### src/rtl/edge_detect_multi_if.sv
// Bundles the per-channel raw inputs, controls and detector outputs of edge_detect_multi.
interface edge_detect_multi_if #(
  parameter int unsigned CHANNELS = 4
) ();
  logic [CHANNELS-1:0]   raw;
  logic [2*CHANNELS-1:0] mode;
  logic [CHANNELS-1:0]   clear;
  logic [CHANNELS-1:0]   level;
  logic [CHANNELS-1:0]   edge_pulse;
  logic [CHANNELS-1:0]   event_flag;
  logic                  irq;

  modport master (
    output raw, mode, clear,
    input  level, edge_pulse, event_flag, irq
  );

  modport slave (
    input  raw, mode, clear,
    output level, edge_pulse, event_flag, irq
  );
endinterface

### src/rtl/edge_detect_multi.sv
// Multi-channel synchroniser + debounce + edge detector with per-channel mode,
// single-cycle pulses, sticky event flags and a combined interrupt.
module edge_detect_multi #(
  parameter int unsigned CHANNELS        = 4,
  parameter int unsigned SYNC_STAGES     = 2,
  parameter int unsigned DEBOUNCE_CYCLES = 4
) (
  input  logic               clock,
  input  logic               reset,
  edge_detect_multi_if.slave bus
);
  localparam int unsigned   CW       = $clog2(DEBOUNCE_CYCLES + 1);
  localparam logic [CW-1:0] CNT_LAST = CW'(DEBOUNCE_CYCLES - 1);

  logic [CHANNELS-1:0] sync_q [SYNC_STAGES];
  logic [CW-1:0]       cnt_q  [CHANNELS];
  logic [CW-1:0]       cnt_d  [CHANNELS];
  logic [CHANNELS-1:0] level_q, level_d;
  logic [CHANNELS-1:0] pulse_q, pulse_d;
  logic [CHANNELS-1:0] flag_q,  flag_d;
  logic [CHANNELS-1:0] sync_last;

  always_comb begin
    sync_last = sync_q[SYNC_STAGES-1];
    level_d   = level_q;
    pulse_d   = '0;
    for (int unsigned i = 0; i < CHANNELS; i++) begin
      cnt_d[i] = '0;
      if (sync_last[i] != level_q[i]) begin
        if (cnt_q[i] == CNT_LAST) begin
          // Accept edge: mode is sampled only here, so mode changes alone never pulse.
          level_d[i] = sync_last[i];
          pulse_d[i] = sync_last[i] ? bus.mode[2*i] : bus.mode[2*i+1];
        end else begin
          cnt_d[i] = cnt_q[i] + 1'b1;
        end
      end
    end
    // A new pulse overrides a simultaneous clear.
    flag_d = pulse_d | (flag_q & ~bus.clear);
  end

  always_ff @(posedge clock or posedge reset) begin
    if (reset) begin
      for (int unsigned k = 0; k < SYNC_STAGES; k++) sync_q[k] <= '0;
      for (int unsigned i = 0; i < CHANNELS; i++) cnt_q[i] <= '0;
      level_q <= '0;
      pulse_q <= '0;
      flag_q  <= '0;
    end else begin
      sync_q[0] <= bus.raw;
      for (int unsigned k = 1; k < SYNC_STAGES; k++) sync_q[k] <= sync_q[k-1];
      for (int unsigned i = 0; i < CHANNELS; i++) cnt_q[i] <= cnt_d[i];
      level_q <= level_d;
      pulse_q <= pulse_d;
      flag_q  <= flag_d;
    end
  end

  assign bus.level      = level_q;
  assign bus.edge_pulse = pulse_q;
  assign bus.event_flag = flag_q;
  assign bus.irq        = |flag_q;
endmodule

### src/flat_wrapper.sv
// flat-port wrapper written by rule: the top's interface ports become plain ports
module edge_detect_multi_flat 
#(
  parameter int unsigned CHANNELS        = 4,
  parameter int unsigned SYNC_STAGES     = 2,
  parameter int unsigned DEBOUNCE_CYCLES = 4
)
  (clock, reset, bus_raw, bus_mode, bus_clear, bus_level, bus_edge_pulse, bus_event_flag, bus_irq);
  edge_detect_multi_if #(.CHANNELS(CHANNELS)) bus_i ();
  input  logic clock;
  input  logic reset;
  input wire logic [$bits(bus_i.raw)-1:0] bus_raw;
  input wire logic [$bits(bus_i.mode)-1:0] bus_mode;
  input wire logic [$bits(bus_i.clear)-1:0] bus_clear;
  output wire logic [$bits(bus_i.level)-1:0] bus_level;
  output wire logic [$bits(bus_i.edge_pulse)-1:0] bus_edge_pulse;
  output wire logic [$bits(bus_i.event_flag)-1:0] bus_event_flag;
  output wire logic [$bits(bus_i.irq)-1:0] bus_irq;
  assign bus_i.raw = bus_raw;
  assign bus_i.mode = bus_mode;
  assign bus_i.clear = bus_clear;
  assign bus_level = bus_i.level;
  assign bus_edge_pulse = bus_i.edge_pulse;
  assign bus_event_flag = bus_i.event_flag;
  assign bus_irq = bus_i.irq;
  edge_detect_multi #(.CHANNELS(CHANNELS), .SYNC_STAGES(SYNC_STAGES), .DEBOUNCE_CYCLES(DEBOUNCE_CYCLES)) u_core (.clock(clock), .reset(reset), .bus(bus_i));
endmodule
### config.mk
export PLATFORM = sky130hd
export DESIGN_NAME = edge_detect_multi_flat
export DESIGN_NICKNAME = d
export VERILOG_FILES = /design/src/rtl/edge_detect_multi_if.sv /design/src/rtl/edge_detect_multi.sv /design/src/flat_wrapper.sv
export SDC_FILE = /design/constraint.sdc
export NUM_CORES = 1
export LEC_CHECK = 0
export CORE_MARGIN = 3
export CORE_UTILIZATION = 50
export CTS_CLUSTER_DIAMETER = 50
export DETAILED_ROUTE_END_ITERATION = 10
export HOLD_SLACK_MARGIN = 0.05
export PLACE_DENSITY = 0.92
export SLEW_MARGIN = 0
export SYNTH_ARGS = -nofsm -noshare
export SYNTH_HDL_FRONTEND = slang
export SYNTH_SLANG_ARGS = --single-unit
### constraint.sdc
create_clock -name clock -period 2.11 [get_ports clock]
set_input_delay 0.211 -clock clock [delete_from_list [all_inputs] [get_ports clock]]
set_output_delay 0.211 -clock clock [all_outputs]
set_load 0.005 [all_outputs]
==> impl_metrics.toml <==
[cells_and_area]
antenna_cells = 0
num-fill-cells = 175
instances_no_fill = 152
layout-drive-gt1-share_pct = 12.90
nNetsFinal = 146
final_util_pct = 71.53
fin_area_um2 = 1613
area_growth_pct = 33.85

[global_routing]
grt_max_degree = 33
antenna_found_initial = 0
top_usage_layer = "met2"
met2_usage_pct = 28.15
grtUsageMet3_pct = 8.311
track_usage_pct = 16.87
grt-ovfl-total = 0
grt_pass1_wl_mm = 3.408
grt_pass1_vias = 825
grt_use_met1_pct = 17.99

[clock_tree]
cts_buffers = 5
htreeDepth = 2
ctsRootBufferMaster = "clkbuf_4"
postCtsResizedCells = 0
post_cts_buffers = 0
path_clk_slew_ns = 0.09
cts_tree = "done"
clock_path_buffers = 2
cts_hold_buf = 0
clk_latency_ns = 0.32
clock-sinks = 32

[critical_path]
crit_required_ns = 1.90
criticalPathCategory = "reg2out"
crit_path_end_kind = "output pin"
cp-start-kind = "flop"
worst-path-max-fanout = 3
cp.arrival_ns = 1.69

[die]
coreArea_um2 = 2255
die_height_um = 55.09
ios = 31
rows = 17
die_w_um = 55.09
dieArea_um2 = 3035
start_util_pct = 53.44

[place]
place_area_um2 = 1548
io_buffers = 30
dp_hpwl_mm = 1.604
dp.cells = 145
place.gp.congestion = 0.6867

[sta]
worst_pin_slew_ns = 0.3797
min_period_ns = 1.906
finalHoldViolCount = 0
max_freq_mhz = 524.7
maxSlewViolCount = 0
relSlewSlack_pct = 74.69
setup-violations-final = 0
fin_crit_sh_pct = 90.32
finClkSkew_ns = 0.005447
fin_tns_setup_ns = 0
rsz0062_at_grt = "false"

[synth]
synth_nets = 108
async_flop_share_pct = 100.0
yosys.area.top_type_share_pct = 66.46
syn-cell-area_um2 = 1205
synth_most_common_cell = "dfrtp_1"
synth-main-ff-cell = "dfrtp_1"
synth_edf_count = 0
ys_seq_elements = 32
synth.area.top_cells = "dfrtp_1 66%, nor3b_1 4.4%, ha_1 4.2%"
seq_area_frac_synth_pct = 66.46
yosysWarningCount = 0
synth.avg_cell_area_um2 = 14.01
syn_inst = 86
yosysTopAreaCell = "dfrtp_1"
synth_common_cells = "32 x dfrtp_1, 7 x nor3b_1, 6 x inv_1, 5 x nand3b_1"
synth_cell_types = 19

[pwr]
power_leakage_uw = 0.0007491
ir_drop_mv = 0.6931
p_total_uw = 1650
pwr_density_cell_nw_per_um2 = 1023

[route]
drtIter0Drc = 4
drt_wl_total_mm = 2.138
antenna_left = 0
dr.pass1.iters = 3
drcViolationCount = 0
avgRoutedWirePerCell_um = 14.07
num_vias = 765
viasPerCell = 5.033

[run]
cap_violations = 0

[status]
status = "finished clean"

[min_path]
hold_path.class = "in2async"
-- kinds of logic (layout without fill, tap and decap cells) --
group	Yosys count	in the layout	share of synthesized area (%)
DFF	32	32	66.46
muxes	4	4	3.738
adders and majority gates	4	4	4.154
buffers and inverters	6	44	1.869
and+or+nand+nor	28	28	16.31
AOI/OAI and AO/OA	8	8	4.569
xor gates and xnor gates	4	4	2.907
-- critical path, stage by stage (launching register included) --
cell and delay [ns]:
dfrtp_1 0.40, or4_1 0.53, clkdlybuf4s50_1 0.46
-- layout make-up --
class,instances,area (um^2),share of cell area [%]
flip-flops and latches,32,800.8,49.65
multi-input cells,48,381.6,23.66
inverters,6,22.52,1.396
well taps,28,35.03,2.172
repair buffers,31,307.8,19.08
clock buffers,7,65.06,4.034
-- flip-flops by register name (all words and copies together), names as in the netlist --
name	flops
u_core.cnt_q	12
u_core.sync_last	4
u_core.bus.level	4
u_core.bus.event_flag	4
u_core.bus.edge_pulse	4
u_core.sync_q	4
-- placed cells by master, fill, tap and decap left out --
master           netlist  final
inv_1                  6      6
buf_4                  0      1
nor2b_1                1      1
or4_1                  1      1
mux2_2                 4      4
a21o_2                 1      1
nor3_1                 4      4
nor2b_4                2      2
o21ai_0                3      3
a22o_1                 3      3
clkbuf_8               0      2
clkdlybuf4s50_1        0     30
nand2b_1               1      1
nand2_1                3      3
dfrtp_1               32     32
a21oi_1                1      1
nor2b_2                1      1
nor3b_1                7      7
ha_1                   4      4
and2_1                 3      3
nand3b_1               5      5
clkbuf_4               0      5
xnor2_1                4      4
-- routing by layer --
metal  wire length (um)  vias to the layer above
met4                 34                        0
met1                833                      366
met5                  0                        -
met3                194                        5
met2               1076                       29
li1                   -                      365
-- final timing paths --
check | start | endpoint | slack (ns) | cells after the start
min in group clock | bus_raw[2] | u_core.sync_q[6] | 0.33 | 1
hold / removal | reset | u_core.bus.event_flag[3] | 0.27 | 3
setup / recovery | u_core.bus.event_flag[2] | bus_irq | 0.20 | 2
max in group asynchronous | reset | u_core.cnt_q[9] | 1.57 | 3
hold reg to reg | u_core.sync_q[6] | u_core.sync_last[2] | 0.36 | 0
setup reg to reg | u_core.cnt_q[6] | u_core.bus.level[1] | 0.89 | 3
-- report_power, final --
part	internal [uW]	total, uW	switching (uW)
registers	734	832	98.3
clock network	189	369	180
logic	283	449	167
total	1200	1650	445
-- through the flow --
stage          setup WS (ns)  hold WS [ns]
2_1_floorplan         0.9898        0.2424
3_3_place_gp          0.5575        0.3345
3_5_place_dp          0.5385        0.3379
4_1_cts               0.1815        0.2774
5_1_grt               0.1256        0.2938
6_report              0.2042        0.2693
No activity file was read; power rests on OpenSTA's default activity.
